===== config.mk =====
export PLATFORM = sky130hd
export DESIGN_NAME = drum_step_scheduler
export DESIGN_NICKNAME = d
export VERILOG_FILES = /design/src/rtl/drum_pkg.sv /design/src/rtl/drum_delay_line.sv /design/src/rtl/drum_step_scheduler.sv
export SDC_FILE = /design/constraint.sdc
export NUM_CORES = 1
export LEC_CHECK = 0
export BUFFER_PORTS_ARGS = -buffer_cell sky130_fd_sc_hd__buf_4
export CORE_ASPECT_RATIO = 1.75
export CORE_MARGIN = 2
export CORE_UTILIZATION = 45
export DETAILED_ROUTE_END_ITERATION = 7
export PLACE_DENSITY = 0.66
export SLEW_MARGIN = 10
export SYNTH_ARGS = -nofsm -noshare
export SYNTH_HDL_FRONTEND = slang
export SYNTH_SLANG_ARGS = --single-unit

===== constraint.sdc =====
create_clock -name clk -period 3 [get_ports clk]
set_clock_uncertainty 0.1 [all_clocks]
set_input_delay 0.15 -clock clk [delete_from_list [all_inputs] [get_ports clk]]
set_output_delay 0.15 -clock clk [all_outputs]
set_load 0.02 [all_outputs]

===== src/rtl/drum_pkg.sv =====
// Shared definitions for the drum mesh step scheduler: FSM states and
// default mesh geometry / pipeline depth.
package drum_pkg;

   typedef enum logic [2:0] {
      IDLE,
      SWEEP,
      DRAIN,
      WAIT_TICK,
      DONE
   } state_t;

   localparam int DEF_N_ROWS   = 32;
   localparam int DEF_PIPE_LAT = 3;
   localparam int DEF_OUT_ROW  = 16;
   localparam int DEF_ROW_W    = $clog2(DEF_N_ROWS);

endpackage


===== src/rtl/drum_delay_line.sv =====
// Fixed-depth shift register that re-times each row read into its
// matching write-back, carrying a valid bit alongside the row index.
module drum_delay_line #(
   parameter int PIPE_LAT = 3,
   parameter int ROW_W    = 5
) (
   input  logic             clk,
   input  logic             rst,
   input  logic             in_valid,
   input  logic [ROW_W-1:0] in_row,
   output logic             out_valid,
   output logic [ROW_W-1:0] out_row
);

   logic [PIPE_LAT-1:0] valid_sr;
   logic [ROW_W-1:0]    row_sr [PIPE_LAT];

   always_ff @(posedge clk or negedge rst) begin
      if (!rst) begin
         valid_sr <= '0;
         for (int i = 0; i < PIPE_LAT; i++) begin
            row_sr[i] <= '0;
         end
      end else begin
         valid_sr[0] <= in_valid;
         row_sr[0]   <= in_row;
         for (int i = 1; i < PIPE_LAT; i++) begin
            valid_sr[i] <= valid_sr[i-1];
            row_sr[i]   <= row_sr[i-1];
         end
      end
   end

   assign out_valid = valid_sr[PIPE_LAT-1];
   assign out_row   = row_sr[PIPE_LAT-1];

endmodule


===== src/rtl/drum_step_scheduler.sv =====
// Steps the row-serial drum mesh: sweeps rows, drains the compute pipeline,
// flips the u(n)/u(n-1) buffers and paces each step to the audio tick.
module drum_step_scheduler
   import drum_pkg::*;
#(
   parameter int N_ROWS   = DEF_N_ROWS,
   parameter int ROW_W    = $clog2(N_ROWS),
   parameter int PIPE_LAT = DEF_PIPE_LAT,
   parameter int OUT_ROW  = DEF_OUT_ROW
) (
   input  logic             clk,
   input  logic             rst,
   input  logic             start,
   input  logic [31:0]      max_iterations,
   input  logic             sample_tick,
   output logic             rd_en,
   output logic [ROW_W-1:0] rd_row,
   output logic             wr_en,
   output logic [ROW_W-1:0] wr_row,
   output logic             first_row,
   output logic             last_row,
   output logic             buf_sel,
   output logic             capture_en,
   output logic             step_done,
   output logic [31:0]      iterations,
   output logic             busy,
   output logic             done,
   output logic             overrun
);

   localparam logic [ROW_W-1:0] LAST_ROW = ROW_W'(N_ROWS - 1);
   localparam logic [ROW_W-1:0] CAP_ROW  = ROW_W'(OUT_ROW);

   state_t           state, next_state;
   logic [ROW_W-1:0] row_cnt;
   logic [31:0]      max_latched;
   logic [31:0]      iter_next;
   logic             tick_pending;
   logic             accept_start;
   logic             step_end;
   logic             tick_in_step;

   // The write-back that lands on the last row closes the step.
   assign iter_next    = iterations + 32'd1;
   assign step_end     = (state == DRAIN) && wr_en && (wr_row == LAST_ROW);
   assign tick_in_step = sample_tick && ((state == SWEEP) || (state == DRAIN));

   always_ff @(posedge clk or negedge rst) begin
      if (!rst) begin
         state <= IDLE;
      end else begin
         state <= next_state;
      end
   end

   always_comb begin
      next_state   = state;
      accept_start = 1'b0;
      case (state)
         IDLE, DONE: begin
            if (start) begin
               accept_start = 1'b1;
               next_state   = (max_iterations == 32'd0) ? DONE : SWEEP;
            end
         end
         SWEEP: begin
            if (row_cnt == LAST_ROW) begin
               next_state = DRAIN;
            end
         end
         DRAIN: begin
            if (step_end) begin
               next_state = (iter_next == max_latched) ? DONE : WAIT_TICK;
            end
         end
         WAIT_TICK: begin
            if (tick_pending || sample_tick) begin
               next_state = SWEEP;
            end
         end
         default: next_state = IDLE;
      endcase
   end

   // Step bookkeeping; a tick arriving mid-step is banked so the next step
   // can begin immediately, and a second one while banked is an overrun.
   always_ff @(posedge clk or negedge rst) begin
      if (!rst) begin
         row_cnt      <= '0;
         max_latched  <= '0;
         iterations   <= '0;
         buf_sel      <= 1'b0;
         step_done    <= 1'b0;
         tick_pending <= 1'b0;
         overrun      <= 1'b0;
      end else begin
         step_done <= 1'b0;
         row_cnt   <= ((state == SWEEP) && (row_cnt != LAST_ROW)) ? row_cnt + 1'b1 : '0;
         if (accept_start) begin
            max_latched  <= max_iterations;
            iterations   <= '0;
            overrun      <= 1'b0;
            tick_pending <= 1'b0;
         end
         if (step_end) begin
            iterations <= iter_next;
            buf_sel    <= ~buf_sel;
            step_done  <= 1'b1;
         end
         if (tick_in_step) begin
            if (tick_pending) begin
               overrun <= 1'b1;
            end else begin
               tick_pending <= 1'b1;
            end
         end else if ((state == WAIT_TICK) && (next_state == SWEEP)) begin
            tick_pending <= 1'b0;
         end
      end
   end

   drum_delay_line #(
      .PIPE_LAT (PIPE_LAT),
      .ROW_W    (ROW_W)
   ) u_delay (
      .clk       (clk),
      .rst       (rst),
      .in_valid  (rd_en),
      .in_row    (rd_row),
      .out_valid (wr_en),
      .out_row   (wr_row)
   );

   assign rd_en      = (state == SWEEP);
   assign rd_row     = row_cnt;
   assign first_row  = rd_en && (rd_row == '0);
   assign last_row   = rd_en && (rd_row == LAST_ROW);
   assign capture_en = wr_en && (wr_row == CAP_ROW);
   assign busy       = (state == SWEEP) || (state == DRAIN) || (state == WAIT_TICK);
   assign done       = (state == DONE);

endmodule


Word-level counts from Yosys, hierarchy flattened

Cells that the tools add are included.

Register bits after elaboration: 94
Bits of input ports: 36
Output and inout port bits: 52
Logic and storage cells: 61

Bitwise gates (word level): 1
Eq/ne operators: 10
Muxes and demuxes: 20
Reduce and logical (&&, ||, !) cells: 16
$add $sub $neg: 2

Operators with widths:

| operator                                                         | number |
|---|---|
| 32-bit 2-to-1 mux                                                | 2 |
| 32-bit by 1-bit adder with 32-bit output (second input constant) | 1 |
| 32-bit == test                                                   | 1 |
| 32-bit zero test                                                 | 1 |
| 3-bit 2-to-1 mux                                                 | 6 |
| 5-bit == test (second input constant)                            | 3 |
| 3-bit case mux with 4 select lines                               | 1 |
| 1-bit 2-to-1 mux                                                 | 10 |
| 1-bit logical AND                                                | 8 |
| 3-bit by 1-bit == test with 1-bit output (second input constant) | 2 |
| 3-bit by 2-bit == test with 1-bit output (second input constant) | 2 |
| 5-bit by 1-bit adder with 5-bit output (second input constant)   | 1 |
| 5-bit zero test                                                  | 1 |
| 5-bit 2-to-1 mux                                                 | 1 |
| 5-bit inequality test (second input constant)                    | 1 |
| 3-bit == test (second input constant)                            | 1 |
| 3-bit zero test                                                  | 1 |
| 1-bit logical OR                                                 | 3 |
| 2-bit nonzero test                                               | 1 |
| 2-bit OR reduction                                               | 1 |
| 1-bit NOT                                                        | 1 |

Longest topological paths before layout

Gate-level depths: netlist (run 1).

Depth after elaboration: 9
Gate-level depth with buffers: 10
Gate-level depth less buffers: 8

Modules after synthesis

Synthesis (run 1) repeated with hierarchy kept, for this count alone.

Cells, all modules: 591
Area total of the unflattened synthesis: 5148.7 um2

By module, submodules not included:

| module              | sequential area each (um2) | cells each | area each (um2) | instances |
|---|---|---|---|---|
| drum_step_scheduler | 1901.8                     | 568        | 4660.7          | 1 |
| drum_delay_line     | 450.4                      | 23         | 488.0           | 1 |

Least setup slack after synthesis (run 1)

OpenSTA, ideal clock, no wires.

Path kind: reg2reg
Start: register iterations[0]
End: register state[0]
Slack: 0.129 ns
Stages on the path, launching flop included: 10
Data required time: 2.762 ns
Period minus slack after synthesis: 2.871 ns
Data arrival time: 2.633 ns
Path through: dfrtp_1 ha_1 and3_1 clkbuf_1 or4b_2 o22a_1 a31oi_1 nand4_1 nor4b_2 o21ai_0

Cells in the longest elaborated chain, start to end: 5

Ends and longest elaborated chain:

| item                                     | line                       | source |
|---|---|---|
| start: declaration                       | drum_step_scheduler.sv:25  | `output logic [31:0] iterations,` |
| start signal: assignment                 | drum_step_scheduler.sv:106 | `iterations <= iter_next;` |
| 32-bit by 1-bit adder with 32-bit output | drum_step_scheduler.sv:44  | `assign iter_next = iterations + 32'd1;` |
| 32-bit == test                           | drum_step_scheduler.sv:73  | `next_state = (iter_next == max_latched) ? DONE : WAIT_TICK;` |
| 3-bit 2-to-1 mux                         | drum_step_scheduler.sv:73  |  |
| 3-bit 2-to-1 mux                         | drum_step_scheduler.sv:72  | `if (step_end) begin` |
| 3-bit case mux with 4 select lines       | drum_step_scheduler.sv:59  | `case (state)` |
| via next_state[0]                        | drum_step_scheduler.sv:34  | `state_t state, next_state;` |
| end signal: assignment                   | drum_step_scheduler.sv:52  | `state <= next_state;` |
| end: declaration                         | drum_step_scheduler.sv:34  |  |

The timed path passes the listed nets, and every way through them passes these cells.
A chain may end at the register's enable or synchronous reset.

Worst setup path after layout (run 1)

Start: register iterations[7]
End: register state[0]

Same word-level chain as after synthesis.

==> results of run 1 <==
==> per-stage QoR <==
stage	area [µm²]	hold WS, ns	setup TNS [ns]	instances	util (%)
after detailed placement	6060	0.0965	0	803	54.3
after CTS	6690	0.0266	0	853	59.9
after global placement	6060	0.0897	0	803	54.3
after global routing	6740	0.0470	-0.0371	855	60.3
after floorplan	5150	-0.246	0	591	-
final	6740	0.0339	0	855	60.3
==> layer usage <==
metal | share of wire, % | vias to the layer above | GRT usage (%)
met4 | 4.2 | 0 | 13.0
met2 | 54 | 154 | 48.7
met5 | 0 | - | 0
li1 | - | 2332 | -
met3 | 3.6 | 43 | 3.52
met1 | 38 | 2410 | 31.4
==> where the power goes <==
| part | total [mW] | switching, mW | leakage, nW | internal, mW |
|---|---|---|---|---|
| Clock | 1.14 | 0.554 | 0.145 | 0.584 |
| Sequential | 1.88 | 0.285 | 1.23 | 1.59 |
| Combinational | 1.40 | 0.794 | 1.79 | 0.603 |
==> cell usage after synthesis, types with 2 or more instances <==
library cell / number / share of area, %
or3_1: 3 / 0.36
and3_1: 11 / 1.3
xnor2_1: 30 / 5.1
nand2_1: 138 / 10
mux2i_1: 2 / 0.39
a22o_1: 2 / 0.34
and4_1: 4 / 0.68
or4_4: 2 / 0.44
o41ai_1: 6 / 1.0
nor2_1: 30 / 2.2
dfrtp_1: 94 / 46
nor3b_1: 4 / 0.58
o31ai_1: 16 / 2.3
nor2b_1: 3 / 0.36
nand2b_1: 5 / 0.61
nor4_1: 17 / 2.1
nand3b_1: 3 / 0.44
xor2_1: 15 / 2.6
buf_2: 6 / 0.58
o21ai_0: 43 / 4.2
and4b_1: 2 / 0.39
or4_1: 2 / 0.29
buf_1: 2 / 0.15
nand4_1: 21 / 2.6
clkbuf_1: 30 / 2.2
nor4b_1: 4 / 0.68
a31oi_1: 7 / 0.85
buf_4: 5 / 0.73
nor3_1: 9 / 0.87
and2_1: 7 / 0.85
a21oi_1: 20 / 1.9
ha_1: 4 / 0.97
nand3_1: 18 / 1.7
inv_1: 7 / 0.51
==> worst reg2reg max path, cell delays in order (launching register included) <==
cell	delay [ns]
dfrtp_1	0.48
nand4_2	0.31
nor4_2	0.33
buf_4	0.21
nand4_1	0.21
xnor2_1	0.26
nor4_2	0.35
nor4b_4	0.33
o21ai_0	0.11
==> flip-flops by register name, summed over array words and instances (netlist names), 3 cells and up <==
register / flops
iterations: 32
max_latched: 32
u_delay.row_sr: 10
rd_row: 5
u_delay.out_row: 5
state: 3
u_delay.valid_sr: 3
==> logic make-up after synthesis <==
| family | after synthesis | share of synthesized area (%) |
|---|---|---|
| AO/OA/AOI/OAI | 104 | 12.3 |
| adder cells (fa/ha/maj) | 4 | 0.972 |
| multiplexers | 2 | 0.389 |
| flip-flops | 94 | 45.7 |
| AND/OR/NAND/NOR | 290 | 28.3 |
| XOR/XNOR | 46 | 8.12 |
| buffers and inverters | 51 | 4.25 |
==> layout by cell type (no fill, tap or decap), types with 2 or more instances in the layout <==
cell / instances
clkbuf_16: 9
dfrtp_1: 94
and2_1: 7
xor2_1: 15
inv_1: 7
o41ai_1: 6
nand2_1: 138
and4_1: 4
nor2b_1: 3
o21ai_0: 43
or3_1: 3
o31ai_1: 16
ha_1: 4
dlygate4sd3_1: 34
inv_8: 2
buf_4: 125
nand3b_1: 3
nand4_1: 21
or4_1: 2
a22o_1: 2
inv_6: 3
mux2i_1: 2
xnor2_1: 30
and4b_1: 2
nor4_2: 3
nor4b_1: 4
nand2b_1: 5
nor2_1: 30
a21oi_1: 20
nor4_1: 15
and3_1: 11
or4_4: 2
nand3_1: 18
a31oi_1: 7
nor3_1: 9
nor3b_1: 4
==> area by class of cell <==
cell class / count / area (µm²)
multi-input combinational: 446 / 2610
clock buffer: 9 / 225
sequential: 94 / 2350
clock inverter: 7 / 62.6
timing repair buffer: 160 / 1300
tap: 132 / 165
fill: 1010 / 4430
inverter: 7 / 26.3
==> worst max path at each step <==
stage / startpoint / end / slack [ns] / depth (start not counted)
finish: iterations[7] / state[0] / 0.17 / 8
global route: iterations[7] / state[0] / -0.04 / 8
CTS: iterations[7] / state[0] / 0.009 / 8
detailed placement: iterations[7] / state[0] / 0.03 / 8
global placement: iterations[7] / state[0] / 0.05 / 8
floorplan: iterations[0] / state[0] / 0.13 / 9
==> repair_timing <==
| item | in CTS | in global routing |
|---|---|---|
| hold buffers | 34 | 0 |
| hold endpoints to repair | 78 | 0 |
| setup buffers | 0 | 2 |
| resized for setup | 0 | 4 |
| endpoints found under the setup margin | 0 | 4 |
==> impl_metrics.toml, run 1 <==
[synth]
synth_cell_types = 53
synth_area_mm2 = 0.00515
synthCells = 591
synth-main-ff-cell = "dfrtp_1"
synth_enable_flop_cells = 0
ys_ff_latch = 94
ys_warn_count = 0
syn_avg_cell_area_um2 = 8.71
ys_seq_area_share_pct = 45.7
synth_nets = 631
synth-async-reset-ratio_pct = 100

[drt]
remaining_drc_errors = 0
routedWlPerCell_um = 19.1
ant_nets = 0
vias = 4939
first_pass_iters = 4
totalWireLength_mm = 16.4
routed_via_density = 5.78
drtIter0Drc = 389

[global_routing]
grt.total_usage_pct = 27.2
antenna_found_initial = 0
grt_pass1_vias = 4904
grt_max_degree = 50
grt_first_pass_wirelength_mm = 26.1
overflow = 0

[hold_path]
min_delay_path_depth = 4
hold_class = "in2reg"
holdPathEnd = "state[1]"
worstHoldStart = "sample_tick"

[clock_network]
cts_sinks = 94
cts_tree = "done"
worstSkewPairLatency_ns = 0.36
numCtsBuffers = 9
cts_htree_levels = 3
root_buffer = "clkbuf_16"
clockBufferDepth = 2
clk_pin_slew_ns = 0.07

[critical_path]
critPathTopFamily = "simple AND/OR/NAND/NOR gates"
end_kind = "flop"
rr_worst_depth = 8
cp_slowest_cell = "dfrtp_1"
r2r_start = "iterations[7]"
rrSetupSlack_ns = 0.17
worstPathRequired_ns = 3.11
path_cells = "nand4_2, nor4_2, buf_4, nand4_1, xnor2_1, nor4_2, nor4b_4, o21ai_0"
crit_arrival_ns = 2.95
critPathLaunchType = "flop"
crit_path_max_fanout = 9
path_buf_inv = 1
worstReg2RegEnd = "state[0]"
max_stage_delay_ns = 0.48
criticalPathCategory = "reg2reg"
crit_top_cell = "nor4_2"

[floorplanning]
row_count = 51
core_mm2 = 0.0112
start_util_pct = 46.1
die_height_um = 146
die_x_um = 84.9
die_area_mm2 = 0.0123
top_level_ports = 88

[finish]
fin_nets = 758
syn_to_final_growth_pct = 30.8
drive_above_1_share_pct = 21.2
insertedDiodeCount = 0

[place]
gp_congestion = 0.932
dpl.hpwl_mm = 11.6
portBuffers = 87
pre_cts_slack_ns = 0.0273

[power]
power.total_mw = 4.41
vdd_drop_max_v = 0.000575
power_leakage_nw = 3.17
p_per_area_mw_per_mm2 = 655

[timing]
final-max-slew-violation-count = 0
rsz0062_at_grt = "true"
fin_crit_sh_pct = 94.5
fmax_mhz = 353
worst_slack_ns = 0.166
worstMarginPinSlew_ns = 0.612
fin_crit_ns = 2.83
slew_headroom_pct = 59.2
hold_violations = 0
finalSetupViolations = 0

[status]
status = "finished, final reports clean"

[run]
cap_violations = 0
No activity file was read; power rests on OpenSTA's default activity.
==> run 2: changes to the inputs <==
Settings changed: ABC_AREA from default to 1.
==> run 2 against run 1 <==
Via count grew 6.0%; non-clock buffer count shrank 35; wire length grew 0.56%; combinational power shrank 14%; global-route usage grew 0.31 points; maximum frequency grew 9.5%; critical path depth grew 8; cell count grew 15%; synthesized area grew 2.0%; first-iteration DRC count shrank 32%; critical endpoint is now state[1].
==> impl_metrics.toml, run 2 <==
[status]
status = "finished, final reports clean"

[timing]
hold_violations = 0
final-max-slew-violation-count = 0
worstMarginPinSlew_ns = 0.800
rsz0062_at_grt = "false"
tns_ns = 0
fin_crit_sh_pct = 86.3
finalSetupViolations = 0
fmax_mhz = 386
fin_crit_ns = 2.59
slew_headroom_pct = 46.6
holdWs_ns = 0.00515
worst_slack_ns = 0.411

[clock_network]
cts_htree_levels = 3
cts_tree = "done"
cts_hold_buf = 31
clk_pin_slew_ns = 0.07
post_cts_buffers = 0
clockBufferDepth = 2
ctsResizeCount = 0
cts_sinks = 94
worstSkewPairLatency_ns = 0.34
root_buffer = "clkbuf_16"
numCtsBuffers = 9

[drt]
routedWlPerCell_um = 16.8
ant_nets = 0
first_pass_iters = 5
drtIter0Drc = 264
remaining_drc_errors = 0
vias = 5233
routed_via_density = 5.35
totalWireLength_mm = 16.5

[hold_path]
min_delay_path_depth = 3
holdPathEnd = "max_latched[14]"
hold_class = "in2reg"
worstHoldStart = "max_iterations[14]"

[place]
portBuffers = 87
dpl.cell_count = 933
gp_congestion = 0.927
pre_cts_slack_ns = 0.446
dpl.hpwl_mm = 12.3

[critical_path]
crit_start = "iterations[0]"
max_stage_delay_ns = 0.49
cp_slowest_cell = "dfrtp_1"
worstPathRequired_ns = 3.12
crit_arrival_ns = 2.71
rrSetupSlack_ns = 0.41
rr_worst_depth = 16
end_kind = "flop"
criticalPathCategory = "reg2reg"
worstReg2RegEnd = "state[1]"
path_buf_inv = 1
crit_top_cell = "nand2_1"
critPathLaunchType = "flop"
path_cells = "ha_1, nand2_2, nor2_8, nand3_2, inv_2, nand2_1, nand2_1, nand2_1, nand2_1, nand2_1, nor2_1, nand2_1, nor2_2, nand3_2, nand2_1, nand2_1"
crit_path_max_fanout = 8
cp.depth = 16
critPathTopFamily = "simple AND/OR/NAND/NOR gates"
r2r_start = "iterations[0]"

[finish]
insertedDiodeCount = 0
n_fill_cell = 1057
syn_to_final_growth_pct = 26.7
final_common_cell = "nand2_1"
drive_above_1_share_pct = 16.6
reg_top3 = "iterations x32, max_latched x32, u_delay.row_sr x10"
fin_nets = 880
fin_cells = 979
most-common-layout-cells = "265 x nand2_1, 94 x dfrtp_1, 93 x buf_4"

[floorplanning]
start_util_pct = 45.8
die_x_um = 85.7
top_level_ports = 88
die_height_um = 147
die_area_mm2 = 0.0126
row_count = 52
core_mm2 = 0.0115

[synth]
synth_top_area_share_pct = 44.8
ys_seq_area_share_pct = 44.8
synth_enable_flop_cells = 0
synth_largest_area_cell = "dfrtp_1"
synth-main-ff-cell = "dfrtp_1"
syn_avg_cell_area_um2 = 7.27
synthCells = 722
synth.most_common_cell = "nand2_1"
ys_warn_count = 0
yosys-top-cells-count = "265 x nand2_1, 94 x dfrtp_1, 77 x inv_1"
ys_ff_latch = 94
ys_top_cells_by_area = "dfrtp_1 45%, nand2_1 19%, nand3_1 6.1%, inv_1 5.5%, nor2_1 5.4%"
synth-async-reset-ratio_pct = 100
synth_area_mm2 = 0.00525
synth_cell_types = 31
synth_nets = 762

[power]
p_per_area_mw_per_mm2 = 631
vdd_drop_max_v = 0.000468
power_leakage_nw = 3.29

[global_routing]
grt_first_pass_wirelength_mm = 26.6
antenna_found_initial = 0
grt_pass1_vias = 5343
grt.total_usage_pct = 27.5
grt_max_degree = 95
overflow = 0

[run]
cap_violations = 0
[run 2: final cells by class]
type | instances | area, µm² | area share (%)
clock buffers | 9 | 225 | 3.39
clock inverters | 6 | 62.6 | 0.941
inverters | 80 | 300 | 4.52
multi-input cells | 530 | 2510 | 37.8
flip-flops and latches | 94 | 2350 | 35.4
well taps | 135 | 169 | 2.54
repair buffers | 125 | 1030 | 15.5
[run 2: logic make-up (layout without fill, tap and decap cells)]
| family | Yosys count | after routing | synth area share [%] |
|---|---|---|---|
| buf+inv | 98 | 220 | 7.39 |
| compound gates | 53 | 53 | 5.55 |
| flops | 94 | 94 | 44.8 |
| fa+ha+maj | 4 | 4 | 0.953 |
| simple gates | 464 | 464 | 39.3 |
| xor+xnor | 9 | 9 | 2.03 |
[run 2: stage by stage]
| stage | area (µm²) | util, % | total power, mW |
|---|---|---|---|
| CTS | 6650 | 58.1 | 4.22 |
| global placement | 6050 | 52.9 | 3.01 |
| floorplan | 5250 | - | 2.57 |
| finish | 6650 | 58.1 | 4.20 |
| detailed placement | 6050 | 52.9 | 3.04 |
| global route | 6650 | 58.1 | 4.47 |
[run 2: routing by layer]
layer / routed length (µm) / track usage [%]
met5: 0 / 0
met4: 884 / 14.4
met3: 738 / 4.44
met2: 8590 / 48.0
met1: 6240 / 31.7
[run 2: power breakdown]
part	leakage (nW)	internal [mW]	switching, mW	total [mW]
registers	1.23	1.59	0.251	1.84
clock network	0.145	0.642	0.504	1.15
logic	1.91	0.484	0.724	1.21
total	3.29	2.72	1.48	4.20
[run 2: worst max-delay path by stage]
stage | end
final | state[1]
after global routing | state[1]
after CTS | state[1]
after detailed placement | state[1]
after global placement | state[1]
after floorplan | tick_pending
[run 2: worst register-to-register path: stages, from the launching register on]
cell,delay [ns]
dfrtp_1,0.49
ha_1,0.26
nand2_2,0.13
nor2_8,0.19
nand3_2,0.21
inv_2,0.17
nand2_1,0.09
nand2_1,0.09
nand2_1,0.07
nand2_1,0.08
nand2_1,0.06
nor2_1,0.11
nand2_1,0.09
nor2_2,0.10
nand3_2,0.11
nand2_1,0.08
nand2_1,0.05
